==> src/rtl/fade_ramp_pkg.sv <==
`default_nettype none
// ============================================================================
// fade_ramp_pkg : phase encodings shared by the fade ramp slice
// Rev 1.0
// ============================================================================
package fade_ramp_pkg;

    localparam int PHASE_W = 3;

    localparam logic [PHASE_W-1:0] FADE_IDLE    = 3'd0;
    localparam logic [PHASE_W-1:0] FADE_UP      = 3'd1;
    localparam logic [PHASE_W-1:0] FADE_HOLD_HI = 3'd2;
    localparam logic [PHASE_W-1:0] FADE_DOWN    = 3'd3;
    localparam logic [PHASE_W-1:0] FADE_HOLD_LO = 3'd4;

endpackage
`default_nettype wire

==> src/rtl/fade_ramp_if.sv <==
`default_nettype none
// ============================================================================
// fade_ramp_if : configuration, step and duty-output bundle of fade_ramp
// Rev 1.0
// ============================================================================
interface fade_ramp_if #(
    parameter int WIDTH  = 8,
    parameter int HOLD_W = 8
);
    import fade_ramp_pkg::*;

    logic                enable;
    logic                tick;
    logic [WIDTH-1:0]    min_level;
    logic [WIDTH-1:0]    max_level;
    logic [WIDTH-1:0]    step;
    logic [HOLD_W-1:0]   hold_ticks;
    logic [WIDTH-1:0]    level;
    logic [WIDTH-1:0]    duty_cycle;
    logic                update;
    logic [PHASE_W-1:0]  phase;
    logic                cfg_err;

    modport master (
        output enable, tick, min_level, max_level, step, hold_ticks,
        input  level, duty_cycle, update, phase, cfg_err
    );

    modport slave (
        input  enable, tick, min_level, max_level, step, hold_ticks,
        output level, duty_cycle, update, phase, cfg_err
    );
endinterface
`default_nettype wire

==> src/rtl/fade_ramp_gamma.sv <==
`default_nettype none
// ============================================================================
// fade_gamma : registers duty from level, optionally squared (gamma ~2)
// Rev 1.0
// ============================================================================
module fade_gamma #(
    parameter int WIDTH = 8,
    parameter int GAMMA = 1
) (
    input  wire logic             clk,
    input  wire logic             rst_n,
    input  wire logic [WIDTH-1:0] i_level,
    input  wire logic             i_valid,
    output logic      [WIDTH-1:0] o_duty,
    output logic                  o_update
);
    logic [WIDTH-1:0] w_duty;
    logic [WIDTH-1:0] r_duty;
    logic             r_update;

    generate
        if (GAMMA != 0) begin : g_gamma
            logic [2*WIDTH-1:0] w_lvl;
            logic [2*WIDTH-1:0] w_lvl_p1;
            logic [2*WIDTH-1:0] w_prod;
            // level*(level+1) never exceeds 2*WIDTH bits, so no wider product is needed
            assign w_lvl    = {{WIDTH{1'b0}}, i_level};
            assign w_lvl_p1 = w_lvl + (2*WIDTH)'(1);
            assign w_prod   = w_lvl * w_lvl_p1;
            assign w_duty   = WIDTH'(w_prod >> WIDTH);
        end else begin : g_linear
            assign w_duty = i_level;
        end
    endgenerate

    always_ff @(posedge clk or negedge rst_n) begin
        if (!rst_n) begin
            r_duty   <= '0;
            r_update <= 1'b0;
        end else begin
            r_duty   <= w_duty;
            r_update <= i_valid;
        end
    end

    assign o_duty   = r_duty;
    assign o_update = r_update;
endmodule
`default_nettype wire

==> src/rtl/fade_ramp.sv <==
`default_nettype none
// ============================================================================
// fade_ramp : tick-driven up/hold/down brightness envelope with gamma output
// Rev 1.0
// ============================================================================
module fade_ramp
    import fade_ramp_pkg::*;
#(
    parameter int WIDTH  = 8,
    parameter int HOLD_W = 8,
    parameter int GAMMA  = 1
) (
    input  wire logic  clk,
    input  wire logic  rst_n,
    fade_ramp_if.slave bus
);
    logic [PHASE_W-1:0] r_state;
    logic [WIDTH-1:0]   r_level;
    logic [HOLD_W-1:0]  r_hold_cnt;
    logic               r_cfg_err;
    logic               r_lvl_chg;

    logic               w_valid;
    logic [WIDTH:0]     w_sum;
    logic [WIDTH:0]     w_floor;
    logic [PHASE_W-1:0] w_state_nxt;
    logic [WIDTH-1:0]   w_level_nxt;
    logic [HOLD_W-1:0]  w_hold_nxt;
    logic [WIDTH-1:0]   w_duty;
    logic               w_update;

    assign w_valid = (bus.min_level < bus.max_level) && (bus.step != '0);
    // one extra bit keeps the up-sum and the down-floor free of wrap-around
    assign w_sum   = {1'b0, r_level} + {1'b0, bus.step};
    assign w_floor = {1'b0, bus.min_level} + {1'b0, bus.step};

    always_comb begin
        w_state_nxt = r_state;
        w_level_nxt = r_level;
        w_hold_nxt  = r_hold_cnt;
        if (!bus.enable || !w_valid) begin
            w_state_nxt = FADE_IDLE;
            w_level_nxt = bus.min_level;
            w_hold_nxt  = '0;
        end else if (bus.tick) begin
            case (r_state)
                FADE_IDLE: w_state_nxt = FADE_UP;
                FADE_UP: begin
                    if (w_sum >= {1'b0, bus.max_level}) begin
                        w_level_nxt = bus.max_level;
                        w_hold_nxt  = '0;
                        w_state_nxt = FADE_HOLD_HI;
                    end else begin
                        w_level_nxt = w_sum[WIDTH-1:0];
                    end
                end
                FADE_HOLD_HI, FADE_HOLD_LO: begin
                    if (r_hold_cnt == bus.hold_ticks) begin
                        w_hold_nxt  = '0;
                        w_state_nxt = (r_state == FADE_HOLD_HI) ? FADE_DOWN : FADE_UP;
                    end else begin
                        w_hold_nxt  = r_hold_cnt + HOLD_W'(1);
                    end
                end
                FADE_DOWN: begin
                    if ({1'b0, r_level} <= w_floor) begin
                        w_level_nxt = bus.min_level;
                        w_hold_nxt  = '0;
                        w_state_nxt = FADE_HOLD_LO;
                    end else begin
                        w_level_nxt = r_level - bus.step;
                    end
                end
                default: w_state_nxt = FADE_IDLE;
            endcase
        end
    end

    always_ff @(posedge clk or negedge rst_n) begin
        if (!rst_n) begin
            r_state    <= FADE_IDLE;
            r_level    <= '0;
            r_hold_cnt <= '0;
            r_cfg_err  <= 1'b0;
            r_lvl_chg  <= 1'b0;
        end else begin
            r_state    <= w_state_nxt;
            r_level    <= w_level_nxt;
            r_hold_cnt <= w_hold_nxt;
            r_cfg_err  <= !w_valid;
            r_lvl_chg  <= (w_level_nxt != r_level);
        end
    end

    fade_gamma #(
        .WIDTH (WIDTH),
        .GAMMA (GAMMA)
    ) u_gamma (
        .clk      (clk),
        .rst_n    (rst_n),
        .i_level  (r_level),
        .i_valid  (r_lvl_chg),
        .o_duty   (w_duty),
        .o_update (w_update)
    );

    assign bus.level      = r_level;
    assign bus.duty_cycle = w_duty;
    assign bus.update     = w_update;
    assign bus.phase      = r_state;
    assign bus.cfg_err    = r_cfg_err;
endmodule
`default_nettype wire

==> src/flat_wrapper.sv <==
// flat-port wrapper written by rule: the top's interface ports become plain ports
module fade_ramp_flat import fade_ramp_pkg::*;
#(
    parameter int WIDTH  = 8,
    parameter int HOLD_W = 8,
    parameter int GAMMA  = 1
)
  (clk, rst_n, bus_enable, bus_tick, bus_min_level, bus_max_level, bus_step, bus_hold_ticks, bus_level, bus_duty_cycle, bus_update, bus_phase, bus_cfg_err);
  fade_ramp_if #(.WIDTH(WIDTH), .HOLD_W(HOLD_W)) bus_i ();
  input  wire logic clk;
  input  wire logic rst_n;
  input wire logic [$bits(bus_i.enable)-1:0] bus_enable;
  input wire logic [$bits(bus_i.tick)-1:0] bus_tick;
  input wire logic [$bits(bus_i.min_level)-1:0] bus_min_level;
  input wire logic [$bits(bus_i.max_level)-1:0] bus_max_level;
  input wire logic [$bits(bus_i.step)-1:0] bus_step;
  input wire logic [$bits(bus_i.hold_ticks)-1:0] bus_hold_ticks;
  output wire logic [$bits(bus_i.level)-1:0] bus_level;
  output wire logic [$bits(bus_i.duty_cycle)-1:0] bus_duty_cycle;
  output wire logic [$bits(bus_i.update)-1:0] bus_update;
  output wire logic [$bits(bus_i.phase)-1:0] bus_phase;
  output wire logic [$bits(bus_i.cfg_err)-1:0] bus_cfg_err;
  assign bus_i.enable = bus_enable;
  assign bus_i.tick = bus_tick;
  assign bus_i.min_level = bus_min_level;
  assign bus_i.max_level = bus_max_level;
  assign bus_i.step = bus_step;
  assign bus_i.hold_ticks = bus_hold_ticks;
  assign bus_level = bus_i.level;
  assign bus_duty_cycle = bus_i.duty_cycle;
  assign bus_update = bus_i.update;
  assign bus_phase = bus_i.phase;
  assign bus_cfg_err = bus_i.cfg_err;
  fade_ramp #(.WIDTH(WIDTH), .HOLD_W(HOLD_W), .GAMMA(GAMMA)) u_core (.clk(clk), .rst_n(rst_n), .bus(bus_i));
endmodule
==> config.mk <==
export PLATFORM = sky130hd
export DESIGN_NAME = fade_ramp_flat
export DESIGN_NICKNAME = d
export VERILOG_FILES = /design/src/rtl/fade_ramp_pkg.sv /design/src/rtl/fade_ramp_if.sv /design/src/rtl/fade_ramp_gamma.sv /design/src/rtl/fade_ramp.sv /design/src/flat_wrapper.sv
export SDC_FILE = /design/constraint.sdc
export NUM_CORES = 1
export LEC_CHECK = 0
export CORE_ASPECT_RATIO = 0.8
export CORE_MARGIN = 10
export CORE_UTILIZATION = 50
export DETAILED_ROUTE_END_ITERATION = 16
export GPL_TIMING_DRIVEN = 0
export PLACE_DENSITY = 0.71
export SLEW_MARGIN = 15
export SYNTH_ARGS = -nofsm -noshare
export SYNTH_HDL_FRONTEND = slang
export SYNTH_SLANG_ARGS = --single-unit
==> constraint.sdc <==
create_clock -name clk -period 15.7 [get_ports clk]
set_input_delay 3.14 -clock clk [delete_from_list [all_inputs] [get_ports clk]]
set_output_delay 3.14 -clock clk [all_outputs]
set_load 0.02 [all_outputs]
# [Yosys cells after proc, flatten, opt, wreduce, memory -nomap -nowiden]
# Index checks and enable logic that the tools add are counted.
[totals] reg_bits=30 input_bits=36 out_inout_bits=21 word_cells=54
[op_classes] n_addsub=5 mul=1 n_lt_le_gt_ge=3 n_eq_ne=9 mux=18 n_reduce_logical=11
[ops] operator="two-way mux 8 bit" n=9
[ops] operator="one-hot mux 8 bit (3 select lines)" n=1
[ops] operator="adder 8 x 8 -> 9 bit" n=2
[ops] operator="multiplier 8 x 16 -> 16 bit" n=1
[ops] operator="one-hot mux 8 bit (2 select lines)" n=1
[ops] operator="two-way mux 3 bit" n=5
[ops] operator="one-hot mux 3 bit (4 select lines)" n=1
[ops] operator="adder 8 x 1 -> 9 bit (second input constant)" n=1
[ops] operator="greater-or-equal comparator 9 x 8 -> 1 bit" n=1
[ops] operator="<= comparator 8 x 9 -> 1 bit" n=1
[ops] operator="inequality test 3 x 1 -> 1 bit (second input constant)" n=3
[ops] operator="adder 8 x 1 -> 8 bit (second input constant)" n=1
[ops] operator="== test 8 bit" n=1
[ops] operator="less-than comparator 8 bit" n=1
[ops] operator="inequality test 8 bit" n=1
[ops] operator="AND reduction 4 bit" n=2
[ops] operator="nonzero test 8 bit" n=1
[ops] operator="subtractor 8 bit" n=1
[ops] operator="== test 3 x 2 -> 1 bit (second input constant)" n=2
[ops] operator="nonzero test 4 bit" n=1
[ops] operator="== test 3 x 1 -> 1 bit (second input constant)" n=1
[ops] operator="== test 3 bit (second input constant)" n=1
[ops] operator="zero test 3 bit" n=1
[ops] operator="zero test 1 bit" n=2
[ops] operator="other kinds (5)" n=5

# [Longest topological paths before layout]
# Gate-level depths: netlist of the first run.
[logic_depth] word_depth=7 mapped_depth=21 depth_no_buf=20

# [Modules after synthesis]
# From an unflattened synthesis of the first run, not the netlist that was laid out.
[unflattened] cells_unflattened=694 hier_area_um2=5938.2
[modules_own_cells] module="fade_ramp" n_inst=1 cells_per_inst=438 area_each_um2=3480.8 seq_area_each_um2=525.5
[modules_own_cells] module="fade_gamma" n_inst=1 cells_per_inst=256 area_each_um2=2457.4 seq_area_each_um2=225.2

# [Least setup slack after synthesis of the first run]
# OpenSTA, ideal clock, no wires.
[synth_path] kind="input-to-reg" from="in bus_step[0]" to="reg u_core.r_lvl_chg" setup_time_ps=135 arrival_time_ps=6283 t_required_ps=15565 slack_ps=9282 cell_stages=16 path_buffers=0 path_cell_list="ha_1 -> fa_1 -> nand2b_4 -> a221oi_4 -> nor4b_1 -> a211oi_2 -> ha_1 -> a21o_1 -> a211oi_1 -> o221a_2 -> a21oi_1 -> or3_1 -> o2111ai_1 -> a21oi_1 -> a211oi_2 -> nand4b_1"
[synth_between] elab_chain_cells=7 word_cells_on_any_way=15 cone_classes="add/sub: 3; order compare: 2; eq/ne: 1; mux: 5; reduce/logical: 4"
[synth_lines] item="start, declared" line="flat_wrapper.sv:16" text="input wire logic [$bits(bus_i.step)-1:0] bus_step;"
[synth_lines] item="adder 8 x 8 -> 9 bit, on equally long branches" line="fade_ramp.sv:35, fade_ramp.sv:34"
[synth_lines] item="<= comparator 8 x 9 -> 1 bit / greater-or-equal comparator 9 x 8 -> 1 bit (equally long branches)" line="fade_ramp.sv:66, fade_ramp.sv:49"
[synth_lines] item="two-way mux 8 bit, on equally long branches" line="fade_ramp.sv:66, fade_ramp.sv:49"
[synth_lines] item="one-hot mux 8 bit (2 select lines)" line="fade_ramp.sv:46" text="case (r_state)"
[synth_lines] item="two-way mux 8 bit" line="fade_ramp.sv:45" text="end else if (bus.tick) begin"
[synth_lines] item="two-way mux 8 bit *" line="fade_ramp.sv:41" text="if (!bus.enable || !w_valid) begin"
[synth_lines] item="inequality test 8 bit *" line="fade_ramp.sv:91" text="r_lvl_chg <= (w_level_nxt != r_level);"
[synth_lines] item="end signal, assigned" line="fade_ramp.sv:91"
[synth_lines] item="end, declared" line="fade_ramp.sv:21" text="logic r_lvl_chg;"
# Mark *: on every way between the ends. The rest lies on a longest branch, timed or not.
# A chain may end at the register's enable or synchronous reset.

# [Worst setup path in the final report of the first run]
[layout_path] from="in bus_min_level[0]" to="reg u_core.r_lvl_chg"
[layout_between] elab_chain_cells=7 word_cells_on_any_way=11 cone_classes="add/sub: 1; order compare: 2; eq/ne: 1; mux: 4; reduce/logical: 3"
[layout_lines] item="start, declared" line="flat_wrapper.sv:14" text="input wire logic [$bits(bus_i.min_level)-1:0] bus_min_level;"
[layout_lines] item="adder 8 x 8 -> 9 bit" line="fade_ramp.sv:35" text="assign w_floor = {1'b0, bus.min_level} + {1'b0, bus.step};"
[layout_lines] item="<= comparator 8 x 9 -> 1 bit" line="fade_ramp.sv:66" text="if ({1'b0, r_level} <= w_floor) begin"
[layout_lines] item="two-way mux 8 bit" line="fade_ramp.sv:66"
[layout_lines] item="one-hot mux 8 bit (2 select lines)" line="fade_ramp.sv:46"
[layout_lines] item="two-way mux 8 bit" line="fade_ramp.sv:45"
[layout_lines] item="two-way mux 8 bit *" line="fade_ramp.sv:41"
[layout_lines] item="inequality test 8 bit *" line="fade_ramp.sv:91"
# Marked as above.

==> impl_results.md, run 1 <==
- Run status: finished clean
- Hold Path Cell Cnt: 0
- CP Capture Type: register
- Initial Util: 0.508
- Slew Limit Headroom: 0.519
- DR iter-0 viols: 375
- Netlist cell types: 76
- Initial antenna violation count: 0
- Largest cells by area after synthesis: ha_1, fa_1, dfrtp_1
- Complex-gate fraction of the synthesized area: 0.183
- Commonest non-fill, non-tap cell in the layout: inv_1
- Async set-reset flop share out of synthesis: 1.00
- Crit-path max FO: 6
- VDD IR max: 0.212 mV
- Synthesized cell area: 5810 um^2
- WHS Endpoint: u_core.u_gamma.o_update$_DFF_PN0_
- WP data required: about 16 ns
- Clk_lat worst skew: ~0.27 ns
- # port buffers: 55
- Clock skew: 0.00330 ns
- Worst-path cell chain: clkdlybuf4s50_1, ha_1, fa_1, a211oi_2, o21bai_1, a21oi_1, xor2_1, ha_1, nand4_1, o221ai_1, a31oi_1, nand2_1, or4_1, o2111ai_1, a21oi_1, a211oi_2, nand4b_1
- Die area: 16400 um^2
- Final Hold Fails: 0
- GPL Wtd Cong: 0.911
- Worst Tran Pin Value: 0.722 ns
- Rows: 35
- Via count: 5155
- Vias/cell: 5.81
- Postcts setup bufs: 0
- Worst R2R Path Depth: 21
- Largest net degree at the start of global routing: 31
- Max cap viols: 0
- Setup TNS: 0 ns
- Hold-fix buffers at CTS: 0
- Multi-input combinational cell area: between 4000 and 5000 um^2
- Largest family of logic cells by synthesized area: adder cells
- Routed WL: around 16000 um
- Share of the synthesized area in the top cell type: 0.189
- Min-Delay Startpoint: u_core.r_lvl_chg$_DFF_PN0_
- Placed Area: about 6500 um^2
- Adder-Cell Fraction of Synth Area: 0.338
- PD cells: 153 nW/um^2
- Crit path kind: in -> reg
- Resized cells post-CTS: 0
- Setup slack, reg-to-reg: a little under 10 ns
- Reg area: about 750 um^2
- Post-Synth XOR/XNOR Area: 0.0663
- Tmin final: 7.53 ns
- EDFF count, synth: 0
- Synthesis-stage register bit count: 30
- CP startpoint kind: primary input
- Gr usage total: 0.193
- Antenna-violating nets left: 0
- Syn Nets: 843
- Largest area contributor in the netlist: ha_1
- RSZ-0062 raised after global routing: false
- Post-route DRC: 0
- Max-slew violations: 0
- Inserted Clock Buffers: 5
- Fmax: ~0.13 GHz
- TritonCTS Sinks: 30
- Clock Root Buffer: clkbuf_16
- Min-delay worst type: reg -> reg
- CTS clock-pin slew for the worst setup and hold paths: 0.05 ns
- Grt met1 use: 0.261
- Mapped Avg Cell Area: 8.60 um^2
- # setup viols final: 0
- Share of cells above drive strength 1: 0.0595
- Die width: 141 um
- Core area: 11400 um^2
- Post-synthesis mux area share: 0.0106
- Met2 usage: 0.316
- Mapped Cells: between 600 and 700
- DP HPWL: 12900 um
- Busiest grt layer: met2
- Synth Flop Type: dfrtp_1
- Vias in the first global route: 5302
- Most frequent cells in the layout: inv_1, ha_1, clkdlybuf4s50_1
- Final period util: 0.480
- Die height: around 120 um
- Max stage delay on crit path: ~0.56 ns
- Post-synthesis sequential area ratio: 0.129
- H-Tree Depth: 2
- Routed WL per cell: 17.7 um
- DR pass1 iterations: 5
- IO Pins: 57
- CTS tree: done
- Design area: 6690 um^2
- First-pass GRT wire length: 26300 um
- Grt total ovfl: 0
- Fin nets: 905
- RR Endpoint: u_core.u_gamma.o_duty[7]$_DFF_PN0_
- Leak: 3.06 nW
- Slowest CP cell: clkdlybuf4s50_1
- Clock Path Buffers: 2
- Synth Area in Simple Gates: 0.189
- WP data arrival: 7.66 ns
- Met3 Track Usage GR: 0.0354
- Fill cells: 1008
- Worst r2r src: u_core.bus.level[1]$_DFF_PN0_
- Yosys warning total: 0
- Layout overhead on the synthesized area: 15.2%
- Antenna cells: 0
-- worst max path at each step --
stage | start | to | slack (ns)
after floorplan | bus_step[0] | u_core.r_lvl_chg$_DFF_PN0_ | 9.28
final | bus_min_level[0] | u_core.r_lvl_chg$_DFF_PN0_ | 8.17
after CTS | bus_min_level[0] | u_core.r_lvl_chg$_DFF_PN0_ | 8.36
after global routing | bus_min_level[1] | u_core.r_lvl_chg$_DFF_PN0_ | 8.03
after detailed placement | bus_min_level[0] | u_core.r_lvl_chg$_DFF_PN0_ | 8.08
after global placement | bus_step[2] | u_core.r_lvl_chg$_DFF_PN0_ | 8.22
-- per-stage QoR --
stage	instances	util	hold slack, ns	power [mW]	worst slack [ns]
floorplan	676	-	0.331	0.724	9.28
global placement	879	0.573	0.341	0.897	8.22
detailed placement	879	0.572	0.338	0.922	8.08
CTS	887	0.586	0.350	1.03	8.36
global route	887	0.586	0.366	1.15	8.03
finish	887	0.586	0.349	1.02	8.17
-- final cells by class --
cell class                 count  share of cell area
multi-input combinational    531               0.682
sequential                    30               0.112
timing repair buffer          55              0.0815
inverter                      90              0.0505
tap                          148              0.0277
buffer                        25              0.0232
clock buffer                   6              0.0208
clock inverter                 2             0.00187
-- Yosys cell counts, drive strengths merged, types with 12 or more instances --
master,n
xor2,12
nand3,14
nand2b,21
ha,88
nor3,13
o21ai,51
nand2,31
xnor2,32
a21oi,29
dfrtp,30
nor2,33
clkbuf,18
inv,90
nor2b,43
fa,43
a21o,12
-- flip-flops by register name (all words and copies together) (netlist names) --
register                 cells
u_core.u_gamma.o_duty        8
u_core.bus.level             8
u_core.bus.cfg_err           1
u_core.u_gamma.o_update      1
u_core.r_hold_cnt            8
u_core.r_lvl_chg             1
u_core.bus.phase             3
-- layer usage --
layer  wire length, um  vias to the layer above
li1                  -                     2434
met1              7270                     2486
met2              7070                      206
met3              1130                       29
met4               209                        0
met5                 0                        -
-- kinds of logic (layout without fill, tap and decap cells) --
logic type	Yosys count	after routing
AND/OR/NAND/NOR	196	196
AO/OA/AOI/OAI	154	154
adder cells (fa/ha/maj)	131	131
buffers and inverters	115	178
XOR/XNOR	44	44
flip-flops	30	30
multiplexers	6	6
-- worst max-delay path, delay by kind of cell --
family,cells,cell delay (ns)
compound gates,8,1.75
fa+ha+maj,3,1.01
simple gates,4,1.01
buf+inv,1,0.56
xor+xnor,1,0.20
-- power by group --
group	total [mW]	leakage (nW)	switching, mW	internal [mW]
clock network	0.0976	0.0729	0.0349	0.0627
registers	0.118	0.374	0.0169	0.101
logic	0.807	2.61	0.451	0.356
Note: power is estimated with default switching activity, not from simulation.
==> run 2: changes to the inputs <==
--- a/config.mk
+++ b/config.mk
@@ -10,7 +10,7 @@
 export CORE_UTILIZATION = 50
 export DETAILED_ROUTE_END_ITERATION = 16
 export GPL_TIMING_DRIVEN = 0
-export PLACE_DENSITY = 0.71
+export PLACE_DENSITY = 0.74
 export SLEW_MARGIN = 15
 export SYNTH_ARGS = -nofsm -noshare
 export SYNTH_HDL_FRONTEND = slang
==> constraint.sdc (replaced) <==
create_clock -name clk -period 6.2 [get_ports clk]
set_input_delay 1.24 -clock clk [delete_from_list [all_inputs] [get_ports clk]]
set_output_delay 1.24 -clock clk [all_outputs]
set_load 0.02 [all_outputs]
==> impl_results.md, run 2 (synthesized netlist as in run 1, its figures left out) <==
- DR iter-0 viols: ~380
- Vias/cell: 5.85
- Crit path kind: reg -> reg
- Routed WL: approximately 16000 um
- CTS tree: done
- Clk_lat worst skew: 0.28 ns
- # port buffers: 55
- Setup TNS: 0 ns
- Worst Tran Pin Value: around 0.70 ns
- Gr usage total: 0.196
- IO Pins: 57
- Share of cells above drive strength 1: 0.0623
- Core area: approximately 11000 um^2
- Worst R2R Path Depth: 19
- Final Hold Fails: 0
- GPL Wtd Cong: 0.929
- Die width: 141 um
- WP data required: roughly 6.4 ns
- Initial Util: 0.508
- Inserted Clock Buffers: 5
- Crit-path max FO: 10
- Worst r2r src: u_core.bus.level[1]$_DFF_PN0_
- RSZ-0062 raised after global routing: false
- Die height: 116 um
- # setup viols final: 0
- Fmax: ~0.17 GHz
- Crit path to: u_core.u_gamma.o_duty[7]$_DFF_PN0_
- Die area: approximately 16000 um^2
- RR Endpoint: u_core.u_gamma.o_duty[7]$_DFF_PN0_
- Clock skew: roughly 0.007 ns
- Clock Root Buffer: clkbuf_16
- Crit path max-delay family: adder cells
- WP data arrival: 5.94 ns
- CTS clock-pin slew for the worst setup and hold paths: about 0.05 ns
- Setup slack, reg-to-reg: 0.46 ns
- PD cells: a little under 400 nW/um^2
- VDD IR max: 0.628 mV
- Slew Limit Headroom: 0.535
- Max-slew violations: 0
- Tmin final: approximately 5.7 ns
- Antenna-violating nets left: 0
- Rows: 35
- Commonest non-fill, non-tap cell in the layout: inv_1
- Layout overhead on the synthesized area: 15.0%
- CP startpoint kind: register
- Grt total ovfl: 0
- Post-route DRC: 0
- DR pass1 iterations: 5
- DP HPWL: 12700 um
- Largest net degree at the start of global routing: 31
- Routed WL per cell: 17.6 um
- CP Capture Type: register
- Initial antenna violation count: 0
- Multi-input combinational cell area: 4570 um^2
- Via count: 5187
- Total power: 2.59 mW
- Worst path most repeated cell: fa_1
- Leak: 3.06 nW
- Worst path bufs/invs: 3
- Worst-path cell chain: ha_1, nand3_1, or2_2, clkbuf_1, ha_1, nor2b_1, fa_1, fa_1, fa_1, inv_1, fa_1, inv_1, ha_1, a2111oi_2, nor3_1, a41oi_1, a21oi_1, a21oi_1, xnor2_1
- Final period util: 0.926
- Vias in the first global route: 5355
- Worst Setup SP: u_core.bus.level[1]$_DFF_PN0_
- Run status: finished clean
- Clock Path Buffers: 2
- Min-delay worst type: reg -> reg
- Reg area: 752 um^2
- Max cap viols: 0
- Total stage count of the critical path: 19
- TritonCTS Sinks: 30
- Most frequent cells in the layout: inv_1, ha_1, clkdlybuf4s50_1
- Fill cells: 978
- Antenna cells: 0
- Fin nets: slightly above 900
- H-Tree Depth: 2
- First-pass GRT wire length: 26700 um
- Postcts setup bufs: 0
- Max stage delay on crit path: approximately 0.56 ns
- Slowest CP cell: fa_1
run 2: cell count changes in the layout (fill, tap and decap cells not counted), sizes merged:
cell	before	now
clkinv	1	2
clkbuf	24	23
clkinvlp	1	0
run 2: per-layer routing:
metal	track usage	part of all wire	up-vias
met4	0.0440	0.013	0
li1	-	-	2434
met1	0.260	0.43	2511
met5	0	0	-
met2	0.323	0.46	216
met3	0.0382	0.089	26
run 2: what timing repair did:
item                                    in CTS  in global routing
hold buffers                                 0                  0
resized for setup                            0                  5
endpoints found under the setup margin       0                  3
run 2: worst reg2reg max path, stage by stage (launching register included):
cell and delay, ns:
dfrtp_2 0.52, ha_1 0.24, nand3_1 0.15, or2_2 0.34
clkbuf_1 0.16, ha_1 0.42, nor2b_1 0.18, fa_1 0.44
fa_1 0.49, fa_1 0.56, inv_1 0.06, fa_1 0.55
inv_1 0.05, ha_1 0.23, a2111oi_2 0.29, nor3_1 0.14
a41oi_1 0.35, a21oi_1 0.17, a21oi_1 0.21, xnor2_1 0.13
run 2: through the flow:
step	utilization	hold WS, ns	setup WS (ns)	cell area (um^2)	cells
after global placement	0.573	0.340	0.376	6550	879
final	0.584	0.351	0.461	6680	886
after global routing	0.584	0.365	0.00730	6680	886
after CTS	0.584	0.356	0.280	6680	886
after floorplan	-	0.331	0.914	5810	676
after detailed placement	0.572	0.344	0.332	6540	879
run 2: layout make-up:
cell class | instances | share of cell area
tap | 148 | 0.0277
sequential | 30 | 0.113
inverter | 90 | 0.0506
clock buffer | 5 | 0.0187
clock inverter | 2 | 0.00150
buffer | 25 | 0.0236
multi-input combinational | 531 | 0.684
timing repair buffer | 55 | 0.0817
run 2: worst min-delay path by stage:
stage,slack [ns],to,cells past startpoint,from
after floorplan,0.33,u_core.u_gamma.o_update$_DFF_PN0_,0,u_core.r_lvl_chg$_DFF_PN0_
after global placement,0.34,u_core.u_gamma.o_update$_DFF_PN0_,0,u_core.r_lvl_chg$_DFF_PN0_
after detailed placement,0.34,u_core.u_gamma.o_update$_DFF_PN0_,0,u_core.r_lvl_chg$_DFF_PN0_
after CTS,0.36,u_core.u_gamma.o_update$_DFF_PN0_,0,u_core.r_lvl_chg$_DFF_PN0_
after global routing,0.37,u_core.u_gamma.o_update$_DFF_PN0_,0,u_core.r_lvl_chg$_DFF_PN0_
final,0.35,u_core.u_gamma.o_update$_DFF_PN0_,0,u_core.r_lvl_chg$_DFF_PN0_
run 2: report_power, final:
| group | total [mW] | leakage (nW) | internal [mW] | switching, mW |
|---|---|---|---|---|
| logic | 2.06 | 2.62 | 0.909 | 1.15 |
| clock network | 0.232 | 0.0694 | 0.145 | 0.0876 |
| registers | 0.298 | 0.373 | 0.255 | 0.0427 |
==> run 3: changes to the inputs <==
--- a/config.mk
+++ b/config.mk
@@ -11,6 +11,7 @@
 export DETAILED_ROUTE_END_ITERATION = 16
 export GPL_TIMING_DRIVEN = 0
 export PLACE_DENSITY = 0.74
+export SKIP_LAST_GASP = 1
 export SLEW_MARGIN = 15
 export SYNTH_ARGS = -nofsm -noshare
 export SYNTH_HDL_FRONTEND = slang
==> results of run 3 <==
Same layout as run 2: the final DEF is identical, and so are final timing and power.
